$ cat src/rtl/module_control_operandos_pkg.sv
// Shared definitions for the keypad operand sequencer: FSM states, key codes,
// display-select codes and the default operand sizing.
package pkg_teclado;

   localparam int N_DIG_DEF = 3;   // max decimal digits per operand
   localparam int W_DEF     = 10;  // bits needed to hold 10^N_DIG-1

   typedef enum logic [2:0] {
      CAP_A,
      CAP_B,
      START,
      WAIT_MUL,
      SHOW
   } estado_e;

   localparam logic [3:0] K_ENTER = 4'd10;
   localparam logic [3:0] K_CLEAR = 4'd11;

   localparam logic [1:0] DISP_A   = 2'd0;
   localparam logic [1:0] DISP_B   = 2'd1;
   localparam logic [1:0] DISP_RES = 2'd2;

   function automatic logic es_digito(input logic [3:0] k);
      return (k < 4'd10);
   endfunction

endpackage

$ cat src/rtl/module_control_operandos_acum.sv
// module_acum_bcd: combinational decimal shift-in, res = op*10 + digit.
// Ports:
//   op_i  [W-1:0]  current operand value
//   dig_i [3:0]    decimal digit 0-9
//   res_o [W-1:0]  op*10 + digit, truncated to W bits
module module_acum_bcd #(
   parameter int W = 10
) (
   input  logic [W-1:0] op_i,
   input  logic [3:0]   dig_i,
   output logic [W-1:0] res_o
);

   // x*10 = x*8 + x*2. Modular arithmetic gives the same low W bits as a
   // W+4 bit product, and the caller never lets the result exceed W bits.
   assign res_o = (op_i << 3) + (op_i << 1) + W'(dig_i);

endmodule

$ cat src/rtl/module_control_operandos.sv
// module_control_operandos: sequencer between the keypad capture path and the
// multiplier. Accumulates decimal digits into operand A then B, fires a
// one-cycle multiplier start, waits for done, then holds a result phase.
// Ports:
//   clk, rst        clock; synchronous active-high reset
//   tecla_valida_i  one-cycle key strobe
//   tecla_i [3:0]   key code: 0-9 digit, 10 ENTER, 11 CLEAR, 12-15 ignored
//   mult_listo_i    multiplier done (level, only looked at in WAIT_MUL)
//   mult_start_o    one-cycle start to the multiplier
//   op_a_o, op_b_o  operands (binary, W bits)
//   n_dig_o [1:0]   digits entered for the operand being captured
//   sel_disp_o[1:0] display select: 0 = A, 1 = B, 2 = result
//   ocupado_o       high while the multiplier is being started / running
//
// state    | meaning
// ---------+---------------------------------------------------------
// CAP_A    | capturing operand A digits
// CAP_B    | capturing operand B digits
// START    | one-cycle multiplier start strobe
// WAIT_MUL | waiting for mult_listo_i, operands frozen, keys dropped
// SHOW     | result displayed; a digit or CLEAR starts over
module module_control_operandos
   import pkg_teclado::*;
#(
   parameter int N_DIG = N_DIG_DEF,
   parameter int W     = W_DEF
) (
   input  logic         clk,
   input  logic         rst,
   input  logic         tecla_valida_i,
   input  logic [3:0]   tecla_i,
   input  logic         mult_listo_i,
   output logic         mult_start_o,
   output logic [W-1:0] op_a_o,
   output logic [W-1:0] op_b_o,
   output logic [1:0]   n_dig_o,
   output logic [1:0]   sel_disp_o,
   output logic         ocupado_o
);

   localparam logic [1:0] N_MAX = 2'(N_DIG);

   estado_e        estado_q, estado_d;
   logic [W-1:0]   op_a_q, op_a_d;
   logic [W-1:0]   op_b_q, op_b_d;
   logic [1:0]     n_dig_q, n_dig_d;

   logic [W-1:0]   acum_in, acum_res;
   logic           k_dig, k_enter, k_clear, cabe_dig;

   // Single shared accumulator; only the operand being captured feeds it.
   assign acum_in = (estado_q == CAP_B) ? op_b_q : op_a_q;

   module_acum_bcd #(.W(W)) u_acum (
      .op_i  (acum_in),
      .dig_i (tecla_i),
      .res_o (acum_res)
   );

   assign k_dig    = tecla_valida_i && es_digito(tecla_i);
   assign k_enter  = tecla_valida_i && (tecla_i == K_ENTER);
   assign k_clear  = tecla_valida_i && (tecla_i == K_CLEAR);
   assign cabe_dig = (n_dig_q < N_MAX);

   always_ff @(posedge clk) begin
      if (rst) begin
         estado_q <= CAP_A;
         op_a_q   <= '0;
         op_b_q   <= '0;
         n_dig_q  <= '0;
      end else begin
         estado_q <= estado_d;
         op_a_q   <= op_a_d;
         op_b_q   <= op_b_d;
         n_dig_q  <= n_dig_d;
      end
   end

   always_comb begin
      estado_d = estado_q;
      op_a_d   = op_a_q;
      op_b_d   = op_b_q;
      n_dig_d  = n_dig_q;
      unique case (estado_q)
         CAP_A: begin
            if (k_dig && cabe_dig) begin
               op_a_d  = acum_res;
               n_dig_d = n_dig_q + 2'd1;
            end else if (k_enter && (n_dig_q != 2'd0)) begin
               estado_d = CAP_B;
               n_dig_d  = '0;
            end else if (k_clear) begin
               op_a_d  = '0;
               n_dig_d = '0;
            end
         end
         CAP_B: begin
            if (k_dig && cabe_dig) begin
               op_b_d  = acum_res;
               n_dig_d = n_dig_q + 2'd1;
            end else if (k_enter && (n_dig_q != 2'd0)) begin
               estado_d = START;
            end else if (k_clear) begin
               op_a_d   = '0;
               op_b_d   = '0;
               n_dig_d  = '0;
               estado_d = CAP_A;
            end
         end
         START: estado_d = WAIT_MUL;
         WAIT_MUL: begin
            if (mult_listo_i) estado_d = SHOW;
         end
         SHOW: begin
            // A digit here is the first digit of the next operation.
            if (k_dig) begin
               op_a_d   = W'(tecla_i);
               op_b_d   = '0;
               n_dig_d  = 2'd1;
               estado_d = CAP_A;
            end else if (k_clear) begin
               op_a_d   = '0;
               op_b_d   = '0;
               n_dig_d  = '0;
               estado_d = CAP_A;
            end
         end
         default: estado_d = CAP_A;
      endcase
   end

   always_comb begin
      mult_start_o = 1'b0;
      ocupado_o    = 1'b0;
      sel_disp_o   = DISP_A;
      unique case (estado_q)
         CAP_A:    sel_disp_o = DISP_A;
         CAP_B:    sel_disp_o = DISP_B;
         START: begin
            sel_disp_o   = DISP_B;
            mult_start_o = 1'b1;
            ocupado_o    = 1'b1;
         end
         WAIT_MUL: begin
            sel_disp_o = DISP_B;
            ocupado_o  = 1'b1;
         end
         SHOW:     sel_disp_o = DISP_RES;
         default:  sel_disp_o = DISP_A;
      endcase
   end

   assign op_a_o  = op_a_q;
   assign op_b_o  = op_b_q;
   assign n_dig_o = n_dig_q;

endmodule
$ cat config.mk
export PLATFORM = sky130hd
export DESIGN_NAME = module_control_operandos
export DESIGN_NICKNAME = d
export VERILOG_FILES = /design/src/rtl/module_control_operandos_pkg.sv /design/src/rtl/module_control_operandos_acum.sv /design/src/rtl/module_control_operandos.sv
export SDC_FILE = /design/constraint.sdc
export NUM_CORES = 1
export LEC_CHECK = 0
export BUFFER_PORTS_ARGS = -buffer_cell sky130_fd_sc_hd__buf_2
export CAP_MARGIN = 5
export CELL_PAD_IN_SITES_DETAIL_PLACEMENT = 0
export CELL_PAD_IN_SITES_GLOBAL_PLACEMENT = 1
export CORE_ASPECT_RATIO = 2
export CORE_MARGIN = 4
export CORE_UTILIZATION = 45
export CTS_BUF_LIST = sky130_fd_sc_hd__clkbuf_4
export CTS_CLUSTER_DIAMETER = 40
export DETAILED_ROUTE_END_ITERATION = 12
export PLACE_DENSITY_LB_ADDON = 0.05
export SETUP_SLACK_MARGIN = 0.4
export SLEW_MARGIN = 0
export SYNTH_ARGS = -nofsm -noshare
export SYNTH_HDL_FRONTEND = slang
export SYNTH_SLANG_ARGS = --single-unit
export TNS_END_PERCENT = 1
$ cat constraint.sdc
create_clock -name clk -period 6.9 [get_ports clk]
set_clock_uncertainty 0.15 [all_clocks]
set_input_delay 1.38 -clock clk [delete_from_list [all_inputs] [get_ports clk]]
set_output_delay 1.38 -clock clk [all_outputs]
set_load 0.05 [all_outputs]
Yosys cells after proc, flatten, opt, wreduce, memory -nomap -nowiden
Index checks and enable logic that the tools add are counted.
{"block": "totals", "regBits": 25, "word_cells": 65, "out_inout_bits": 26}
{"block": "classes", "n_reduce_logical": 15, "eq_ne": 11, "n_addsub": 3, "magnitude_cmp": 2, "muxes": 30}
{"op": "$mux W10", "count": 9}
{"op": "$pmux W10 S3", "count": 1}
{"op": "$mux W3", "count": 7}
{"op": "$pmux W10 S2", "count": 1}
{"op": "$pmux W3 S5", "count": 1}
{"op": "$mux W2", "count": 6}
{"op": "$add A10 B10 Y10", "count": 1}
{"op": "$add A10 B4 Y10", "count": 1}
{"op": "$mux W9", "count": 1}
{"op": "$eq A4 B4 Y1 const B", "count": 2}
{"op": "$ne A2 B2 Y1 const B", "count": 4}
{"op": "$eq A3 B2 Y1 const B", "count": 2}
{"op": "$pmux W2 S3", "count": 1}
{"op": "$reduce_and A2 Y1", "count": 3}
{"op": "$logic_and A1 B1 Y1", "count": 5}
{"op": "$lt A4 B4 Y1 const B", "count": 1}
{"op": "$pmux W2 S2", "count": 1}
{"op": "$reduce_and A4 Y1", "count": 1}
{"op": "$reduce_bool A2 Y1", "count": 2}
{"op": "$eq A3 B1 Y1 const B", "count": 1}
{"op": "$eq A3 B3 Y1 const B", "count": 1}
{"op": "$logic_not A3 Y1", "count": 1}
{"op": "$ne A3 B3 Y1 const B", "count": 1}
{"op": "$reduce_bool A3 Y1", "count": 1}
{"op": "5 further kinds", "count": 6}

Depth between registers and ports, before layout
Gate-level depths: netlist of the first run.
{"block": "depth", "word_depth": 6, "mapped_depth": 12, "ltp_nobuf": 10}

Modules after synthesis
A second synthesis of the first run with hierarchy kept.
{"block": "hier_totals", "cells_unflattened": 182, "hier_area_um2": 1762.9}
{"module": "module_control_operandos", "n_inst": 1, "cells_each": 136, "area_each_um2": 1345.0}
{"module": "module_acum_bcd", "n_inst": 1, "cells_each": 46, "area_each_um2": 417.9}

Worst setup path before layout of the first run
OpenSTA, ideal clock, no wires.
{"block": "synth_path", "path_kind": "input -> register", "from": "input port tecla_i[3]", "to": "register op_a_q[8], in the netlist op_a_o[8]", "n_path_buf": 0, "setup_slack_ps": 3513, "cell_stages": 7, "arrival_time_ps": 3121, "cell_sequence": "fa_1 -> fa_1 -> a211oi_1 -> o21bai_1 -> a21oi_1 -> xnor2_1 -> a22o_1"}
{"block": "synth_between", "elab_chain_len": 6, "elab_cells_between_ends": 17}
{"item": "from (decl)", "line": "module_control_operandos.sv:31", "source": "input logic [3:0] tecla_i,"}
{"item": "branches (longest 6 deep; another with $add A10 B4 Y10)"}
{"item": "to (signal assigned)", "line": "module_control_operandos.sv:73", "source": "op_a_q <= op_a_d;"}
{"item": "to (decl)", "line": "module_control_operandos.sv:44", "source": "logic [W-1:0] op_a_q, op_a_d;"}
Parallel ways; which one is timed is not known. The select of a mux whose other input is x is not followed.
A chain may end at the register's enable or synchronous reset.

Worst setup path in the final report of the first run
{"block": "layout_path", "from": "register estado_q[2]", "to": "register op_a_q[8], in the netlist op_a_o[8]"}
{"block": "layout_between", "elab_chain_len": 6, "elab_cells_between_ends": 11}
{"item": "from (decl)", "line": "module_control_operandos.sv:43", "source": "estado_e estado_q, estado_d;"}
{"item": "from (signal assigned)", "line": "module_control_operandos.sv:72", "source": "estado_q <= estado_d;"}
{"item": "$eq A3 B1 Y1", "line": "module_control_operandos.sv:52, module_control_operandos.sv:84"}
{"item": "$mux W9", "line": "module_control_operandos.sv:52", "source": "assign acum_in = (estado_q == CAP_B) ? op_b_q : op_a_q;"}
{"item": "$add A10 B10 Y10", "line": "module_control_operandos_acum.sv:16", "source": "assign res_o = (op_i << 3) + (op_i << 1) + W'(dig_i);"}
{"item": "$add A10 B4 Y10", "line": "module_control_operandos_acum.sv:16"}
{"item": "$mux W10", "line": "module_control_operandos.sv:86", "source": "if (k_dig && cabe_dig) begin"}
{"item": "$pmux W10 S3", "line": "module_control_operandos.sv:84", "source": "unique case (estado_q)"}
Parallel ways exist; a longest one is shown, timed or not.

==> results.cfg, run 1 <==
[worst_hold_path]
hp-class = reg2reg
min_to = op_b_o[9]$_SDFFE_PP0P_
min_path_cells = 1
hold_start = op_b_o[9]$_SDFFE_PP0P_

[timing]
max_freq_mhz = 256
rsz0062_at_grt = no
maxSlewHeadroom_pct = 42.3
min_period_ns = 3.90
worst_pin_slew_ns = 0.862
finalSetupTns_ns = 0
setup_ws_ns = 3.00
post-route-period-util_pct = 56.5
finalSetupViolCount = 0
maxSlewViolCount = 0
hold_viol = 0

[setup_path]
rrSetupSlack_ns = 3.00
end_kind = flop
cp_data_required_time_ns = 6.97
rr_endpoint = op_a_o[8]$_SDFFE_PP0P_
cp_num_buf_inv = 0
critPathMaxStageDelay_ns = 0.80
crit_type = reg2reg
critPathLaunch = estado_q[2]$_SDFFE_PP0P_
worstSetupStartpointType = flop
cp_top_family = adder cells
crit_chain = nor3b_2, mux2_2, fa_1, fa_1, a211oi_1, o21bai_1, a21oi_1, xnor2_1, a22o_1
r2r_cells = 9
crit_arrival_ns = 3.97
path_max_fanout = 17
path_depth = 9
cp_common_cell = fa_1
cp_slowest_cell = nor3b_2
worstReg2RegStart = estado_q[2]$_SDFFE_PP0P_

[final_layout]
final_cell_mix = buf_2 (33), dfxtp_1 (25), ha_1 (16), nor2_1 (15), a22o_1 (14)
antenna_cells = 0
fin_area_sq_um = 1900
area_delta_synth_final_pct = 11.9
multi_input_area_sq_um = 1120
fillCellCount = 391
finalNonFillerCells = 259
layout-drive-gt1-share_pct = 23.8
seqCellArea_sq_um = 500
layout.nets = 237
final_common_cell = buf_2

[die]
start_util_pct = 46.6
core-area_sq_um = 3650
dieWidth_um = 51.4
dieArea_sq_um = 4880
rows = 31
die_y_um = 94.9
ios = 34

[route]
routed_wirelength_mm = 4.61
vias = 1523
via_per_inst = 5.88
ant_nets = 0
wl_per_cell_um = 17.8
drc = 0
drt_iter0_markers = 23
firstDrtPassIters = 4

[logic_synthesis]
synth_warnings = 0
netlist_area_sq_um = 1700
synthDistinctLibCells = 46
synth_cells = 181
synth_area_per_cell_sq_um = 9.38
yosysSeqAreaShare_pct = 29.5
synthesis.nets = 207
async_reset_ff_share_pct = 0
synth-edff-count = 0
ys.flop_type = dfxtp_1
ys_ff_latch = 25

[power]
powerDensity_nw_per_um2 = 161
combPwrFrac_pct = 27.6
finalPower_mw = 0.305
power_leakage_nw = 0.924
p_switching_mw = 0.0996
power_frac_seq_pct = 50.1
internal_power_mw = 0.206
ir_drop_uv = 95.8
sw_frac_of_total_pct = 32.6
clockPowerShare_pct = 22.4

[placement]
gp_routability_congestion = 0.836
dpl-instance-area_sq_um = 1870
placedCellCount = 255
post-place-ws_ns = 3.02
place_hpwl_mm = 3.83
io_buffer_count = 33

[clock_network]
ctsHoldBuffers = 0
cts_tree = yes
cts.sinks = 25
clk-insertion-delay-late_ns = 0.31
numCtsBuffers = 3
clk_path_buf_depth = 2
ctsHtreeMaxLevel = 1
postCtsSetupBuffers = 0
cts-resized-gates = 0
clk_pin_slew_worst_paths_ns = 0.13
clockRootBuffer = clkbuf_4

[global_route]
use_met1_pct = 19.4
grt_max_degree = 18
top_usage_layer = met2
grt_pass1_wl_mm = 7.54
antenna_found_initial = 0
grt_overflow = 0
use_met2_pct = 40.5
first_global_vias = 1623
grt_util_all_layers_pct = 20.3
use_met3_pct = 2.37

[status]
status = complete, no violations

[run]
drv_cap = 0
==> synthesized netlist by cell type (2+ instances only) <==
cell,instances,area (sq um)
buf_2,2,10.0
xnor2_1,5,43.8
o21ai_1,2,10.0
ha_1,16,200
and3_1,2,12.5
nand2b_1,4,25.0
nor2b_1,3,18.8
nand3_1,3,15.0
o21a_1,4,30.0
xor2_1,4,35.0
a22o_1,14,123
a211oi_1,3,22.5
o21ai_0,5,25.0
o2bb2ai_1,2,17.5
a32o_1,3,30.0
a21o_1,2,15.0
inv_1,4,15.0
a22oi_1,4,30.0
a32oi_1,5,43.8
mux2_2,8,90.1
dfxtp_1,25,500
a21oi_1,7,35.0
buf_4,2,15.0
nor2_1,15,56.3
clkbuf_1,2,7.51
fa_1,2,40.0
buf_6,2,22.5
o31ai_1,3,22.5
nor3_1,2,10.0
nand2_1,10,37.5
==> per-stage QoR <==
| stage | utilization [%] | hold WS (ns) |
|---|---|---|
| 3_3_place_gp | 51.3 | 0.310 |
| 2_1_floorplan | - | 0.451 |
| 3_5_place_dp | 51.3 | 0.307 |
| 4_1_cts | 52.1 | 0.344 |
| 6_report | 52.1 | 0.341 |
| 5_1_grt | 52.1 | 0.348 |
==> how the worst max path moves through the flow <==
stage	end
floorplan	op_a_o[8]$_SDFFE_PP0P_
global placement	op_b_o[9]$_SDFFE_PP0P_
detailed placement	op_b_o[9]$_SDFFE_PP0P_
CTS	op_b_o[9]$_SDFFE_PP0P_
global route	op_b_o[9]$_SDFFE_PP0P_
finish	op_a_o[8]$_SDFFE_PP0P_
==> state kept, by name (all words and copies together), names as in the netlist <==
register / count
estado_q: 3
op_a_o: 10
op_b_o: 10
n_dig_o: 2
==> layer usage <==
metal | share of wire (%) | routed length [um]
met1 | 36 | 1660
met4 | 3.7 | 170
met3 | 2.6 | 119
met2 | 58 | 2660
met5 | 0 | 0
==> power groups by stage <==
stage / clock, mW / sequential (mW) / combinational, mW
global route: 0.0773 / 0.154 / 0.0931
CTS: 0.0715 / 0.153 / 0.0848
global placement: 0 / 0.156 / 0.0840
detailed placement: 0 / 0.156 / 0.0848
floorplan: 0 / 0.170 / 0.0496
finish: 0.0682 / 0.153 / 0.0841
==> worst register-to-register path: stages, from the launching register on <==
cell,delay [ns]
dfxtp_1,0.51
nor3b_2,0.80
mux2_2,0.45
fa_1,0.52
fa_1,0.50
a211oi_1,0.30
o21bai_1,0.10
a21oi_1,0.18
xnor2_1,0.10
a22o_1,0.20
==> cells by family (layout without fill, tap and decap cells) <==
group	after synthesis	in the layout	synth area share [%]
xor gates and xnor gates	9	9	4.64
AOI/OAI and AO/OA	61	61	27.1
muxes	9	9	5.90
DFF	25	25	29.5
and+or+nand+nor	46	46	14.4
buffers and inverters	13	42	4.35
adders and majority gates	18	18	14.1
==> area by class of cell <==
class	instances	area share (%)
multi-input combinational	143	59.2
timing repair buffer	33	8.70
sequential	25	26.4
clock buffer	4	1.58
tap	49	3.23
inverter	5	0.988
(Power assumes the default switching activity.)
==> run 2: changes to the inputs <==
ABC_AREA = 1   (was unset)
CORE_UTILIZATION = 38   (was 45)
clock period = 3.5 ns   (was 6.9 ns; I/O delays follow)
==> run 2 against run 1 <==
- fmax up 32%
- worst hold slack worse by 0.014 ns
- global-route usage up 1.4 points
- die area up 39%
- register-to-register slack worse by 2.5 ns
- total power up 120%
- first-iteration DRC count rose to 4.4 times the previous value
- clock-buffer cell count unchanged
- combinational power up 150%
- final area up 24%
- area after synthesis up 22%
- sequential cell count unchanged
- largest cell class unchanged
==> results.cfg, run 2 <==
[status]
status = complete, no violations

[clock_network]
cts_tree = yes
numCtsBuffers = 3
clockRootBuffer = clkbuf_4
clk_pin_slew_worst_paths_ns = 0.15
ctsHoldBuffers = 0
clk-insertion-delay-late_ns = 0.34
cts.sinks = 25
ctsHtreeMaxLevel = 1
clk_path_buf_depth = 2

[logic_synthesis]
synthesis.nets = 327
synthDistinctLibCells = 34
ys.flop_type = dfxtp_1
async_reset_ff_share_pct = 0
netlist_area_sq_um = 2070
synth.most_common_cell = nand2_1
synth_cells = 301
ys_ff_latch = 25
yosysSeqAreaShare_pct = 24.2
synth_top_cell_by_area = dfxtp_1
synth_common_cells = nand2_1 (58), inv_1 (39), a21oi_1 (29), dfxtp_1 (25)
synth-edff-count = 0
synth_warnings = 0
synth_area_leaders = dfxtp_1 (24%), nand2_1 (11%), ha_1 (9.7%)
synth_top_cell_area_share_pct = 24.2
synth_area_per_cell_sq_um = 6.87

[setup_path]
worstSetupStartpointType = flop
critPathLaunch = estado_q[2]$_SDFFE_PP0P_
path_max_fanout = 7
worstReg2RegStart = estado_q[2]$_SDFFE_PP0P_
end_kind = flop
crit_arrival_ns = 3.05
cp_data_required_time_ns = 3.59
crit_type = reg2reg

[die]
start_util_pct = 39.5
die_y_um = 112
core-area_sq_um = 5230
dieWidth_um = 60.2
rows = 37
ios = 34
dieArea_sq_um = 6760

[final_layout]
multi_input_area_sq_um = 1370
final_cell_mix = nand2_1 (58), inv_1 (38), buf_2 (33), a21oi_1 (29), dfxtp_1 (23)
seqCellArea_sq_um = 503
area_delta_synth_final_pct = 14.2
final_common_cell = nand2_1
fillCellCount = 597
fin_util_pct = 45.1
layout-drive-gt1-share_pct = 24.4
antenna_cells = 0
layout.nets = 363

[timing]
maxSlewHeadroom_pct = 63.2
max_freq_mhz = 338
finalSetupViolCount = 0
min_period_ns = 2.96
post-route-period-util_pct = 84.6
worst_pin_slew_ns = 0.550
maxSlewViolCount = 0
finalSetupTns_ns = 0
hold_viol = 0
rsz0062_at_grt = yes
setup_ws_ns = 0.540

[route]
drc = 0
ant_nets = 0
via_per_inst = 5.57
drt_iter0_markers = 102
wl_per_cell_um = 17.7
vias = 2194
routed_wirelength_mm = 6.99
firstDrtPassIters = 5

[placement]
place_hpwl_mm = 5.27
io_buffer_count = 33
post-place-ws_ns = 0.181
gp_routability_congestion = 0.961

[global_route]
grt_pass1_wl_mm = 10.9
antenna_found_initial = 0
grt_overflow = 0
grt_max_degree = 17
grt_util_all_layers_pct = 21.7
first_global_vias = 2222

[run]
drv_cap = 0

[worst_hold_path]
hold_start = op_a_o[9]$_SDFFE_PP0P_
hp-class = reg2reg

[power]
ir_drop_uv = 217
power_leakage_nw = 1.20
powerDensity_nw_per_um2 = 282
## run 2: cell type report
type                       instances  share of cell area, %
sequential                        25                   21.3
multi-input combinational        224                   58.0
clock buffer                       4                   1.27
inverter                          45                   7.63
tap                               58                   3.07
timing repair buffer              38                   8.74
## run 2: logic make-up (layout without fill, tap and decap cells)
logic type | Yosys count | count (layout) | share of synthesized area [%]
AND/OR/NAND/NOR | 127 | 128 | 31.6
flip-flops | 25 | 25 | 24.2
buffers and inverters | 53 | 87 | 10.8
adder cells (fa/ha/maj) | 18 | 18 | 11.6
AO/OA/AOI/OAI | 77 | 77 | 21.3
XOR/XNOR | 1 | 1 | 0.424
## run 2: what timing repair did
| item | CTS | global route |
|---|---|---|
| setup endpoints to repair | 10 | 8 |
| setup buffers | 0 | 1 |
| pin swaps | 0 | 1 |
| resized for setup | 6 | 5 |
| cloned | 0 | 1 |
## run 2: routing by layer
metal	share of wire (%)	track usage (%)	vias to the layer above
li1	-	-	1074
met1	38	23.5	1037
met2	55	39.4	63
met3	3.3	1.50	20
met4	4.4	11.4	0
met5	0	0	-
## run 2: stage by stage
stage	hold slack, ns	power (mW)	instance area [sq um]	instances
2_1_floorplan	0.481	0.462	2070	301
3_3_place_gp	0.306	0.521	2290	388
3_5_place_dp	0.308	0.520	2290	388
4_1_cts	0.329	0.676	2330	392
5_1_grt	0.358	0.711	2360	394
6_report	0.327	0.667	2360	394
## run 2: critical path, stage by stage, from the launching register on
cell,delay (ns)
dfxtp_2,0.38
inv_4,0.13
nand3_4,0.14
o21ai_2,0.23
fa_1,0.50
fa_1,0.49
nand2_1,0.09
inv_1,0.04
o21ai_0,0.13
nand2_1,0.08
o21ai_0,0.15
a21oi_1,0.08
o21ai_0,0.16
a21oi_1,0.09
## run 2: report_power, final
part | internal, mW | total (mW) | switching, mW
clock network | 0.0525 | 0.151 | 0.0985
registers | 0.296 | 0.308 | 0.0118
logic | 0.0621 | 0.208 | 0.146
## run 2: path summary, 6_finish.rpt
path,to,slack [ns],cells past startpoint
hold reg to reg,op_a_o[9]$_SDFFE_PP0P_,0.33,2
hold / removal,op_a_o[9]$_SDFFE_PP0P_,0.33,2
setup reg to reg,op_b_o[6]$_SDFFE_PP0P_,0.54,13
setup / recovery,op_b_o[6]$_SDFFE_PP0P_,0.54,13
==> run 3: changes to the inputs <==
clock period = 2.7 ns   (was 3.5 ns; I/O delays follow)
==> run 3 against run 2 <==
- global-route usage shrank 0.53 points
- first-iteration DRC count fell by 41%
- die area did not move
- fmax grew 13%
- core utilization up 4.1 points
- sequential cell count is the same
- final area is 9.0% higher
- cell count is 5.6% higher
- non-clock buffer count is 22 higher
==> results.cfg, run 3 (synthesis results as in run 2) <==
[setup_path]
worstSetupStartpointType = flop
cp_slowest_cell = fa_1
cp_common_cell = o21ai_1
crit_chain = inv_2, nand3_4, o21ai_2, fa_1, fa_2, nand2_1, inv_1, o21ai_1, nand2_1, o21ai_1, a21oi_2, o21ai_1, a21oi_1
crit_arrival_ns = 2.71
cp_num_buf_inv = 2
cp_top_family = adder cells
critPathMaxStageDelay_ns = 0.48
crit_type = reg2reg
end_kind = flop
path_max_fanout = 7
cp_data_required_time_ns = 2.78

[final_layout]
area_delta_synth_final_pct = 24.4
antenna_cells = 0
layout.nets = 385
final_common_cell = nand2_1
fin_util_pct = 49.2
finalNonFillerCells = 416
layout-drive-gt1-share_pct = 31.0
final_cell_mix = nand2_1 (58), inv_1 (39), buf_2 (32), a21oi_1 (28), buf_4 (26)
fin_area_sq_um = 2570

[power]
powerDensity_nw_per_um2 = 346
ir_drop_uv = 226
power_leakage_nw = 1.32

[die]
dieWidth_um = 60.2
dieArea_sq_um = 6760
core-area_sq_um = 5230
start_util_pct = 39.5
ios = 34
rows = 37
die_y_um = 112

[worst_hold_path]
hp-class = reg2reg

[route]
firstDrtPassIters = 5
vias = 2180
drc = 0
via_per_inst = 5.24
routed_wirelength_mm = 6.55
drt_iter0_markers = 60
ant_nets = 0
wl_per_cell_um = 15.7

[global_route]
first_global_vias = 2239
grt_overflow = 0
antenna_found_initial = 0
grt_util_all_layers_pct = 21.2
grt_max_degree = 17
grt_pass1_wl_mm = 10.8

[clock_network]
clockRootBuffer = clkbuf_4
clk_path_buf_depth = 2
clk_pin_slew_worst_paths_ns = 0.16
ctsHtreeMaxLevel = 1
cts.sinks = 25
numCtsBuffers = 3
clk-insertion-delay-late_ns = 0.33
ctsHoldBuffers = 0
cts_tree = yes

[placement]
io_buffer_count = 33
gp_routability_congestion = 0.824
place_hpwl_mm = 5.17
placedCellCount = 410
dpl-instance-area_sq_um = 2470

[timing]
hold_viol = 0
min_period_ns = 2.63
rsz0062_at_grt = yes
post-route-period-util_pct = 97.2
maxSlewViolCount = 0
maxSlewHeadroom_pct = 73.5
finalSetupViolCount = 0
max_freq_mhz = 381
worst_pin_slew_ns = 0.395

[run]
drv_cap = 0

[status]
status = complete, no violations
## run 3: cell types whose count changed in the layout (fill, tap and decap cells not counted), sizes merged
| cell | before | now |
|---|---|---|
| buf | 38 | 60 |
| clkbuf | 4 | 3 |
| clkinv | 0 | 1 |
| clkinvlp | 1 | 0 |
| inv | 44 | 45 |
## run 3: timing repair
item,in CTS,in global routing
resized for setup,8,6
endpoints found under the setup margin,14,16
setup buffers,1,0
pin swaps,2,0
endpoints found under the hold margin,0,0
gates cloned,1,0
## run 3: area by class of cell
type / count / area (sq um)
repair buffers: 60 / 378
well taps: 58 / 72.6
flip-flops and latches: 25 / 505
fillers: 570 / 2660
inverters: 45 / 174
clock inverters: 1 / 5.00
multi-input cells: 224 / 1420
clock buffers: 3 / 22.5
## run 3: power by group
| part | internal [mW] | total, mW | switching [mW] | leakage, nW |
|---|---|---|---|---|
| clock network | 0.0556 | 0.182 | 0.126 | 0.0177 |
| registers | 0.383 | 0.398 | 0.0146 | 0.204 |
| logic | 0.117 | 0.312 | 0.196 | 1.10 |
| total | 0.555 | 0.892 | 0.336 | 1.32 |
## run 3: through the flow
stage	setup TNS, ns	power (mW)	setup WS [ns]	hold WS [ns]
2_1_floorplan	-0.00658	0.601	-0.00658	0.431
4_1_cts	0	0.912	0.0497	0.330
3_5_place_dp	-0.708	0.710	-0.177	0.308
6_report	0	0.892	0.0743	0.326
5_1_grt	-0.879	0.956	-0.166	0.343
3_3_place_gp	-0.418	0.710	-0.152	0.303
## run 3: worst paths after layout
check / start / end / slack [ns] / cells past startpoint
max: estado_q[1]$_SDFFE_PP0P_ / op_b_o[6]$_SDFFE_PP0P_ / 0.07 / 13
min: op_a_o[9]$_SDFFE_PP0P_ / op_a_o[9]$_SDFFE_PP0P_ / 0.33 / 2
max reg2reg: estado_q[1]$_SDFFE_PP0P_ / op_b_o[6]$_SDFFE_PP0P_ / 0.07 / 13
min reg2reg: op_a_o[9]$_SDFFE_PP0P_ / op_a_o[9]$_SDFFE_PP0P_ / 0.33 / 2
## run 3: per-layer routing
layer / up-vias / global-route usage [%] / part of all wire [%]
met2: 48 / 39.4 / 56
li1: 1116 / - / -
met3: 14 / 1.27 / 3.0
met4: 0 / 8.28 / 3.1
met1: 1002 / 23.5 / 38
met5: - / 0 / 0
## run 3: tightest hold or removal path, cell delays in order (launching register included)
cell and delay, ns:
dfxtp_1 0.34, nand2_1 0.06, a21oi_1 0.05
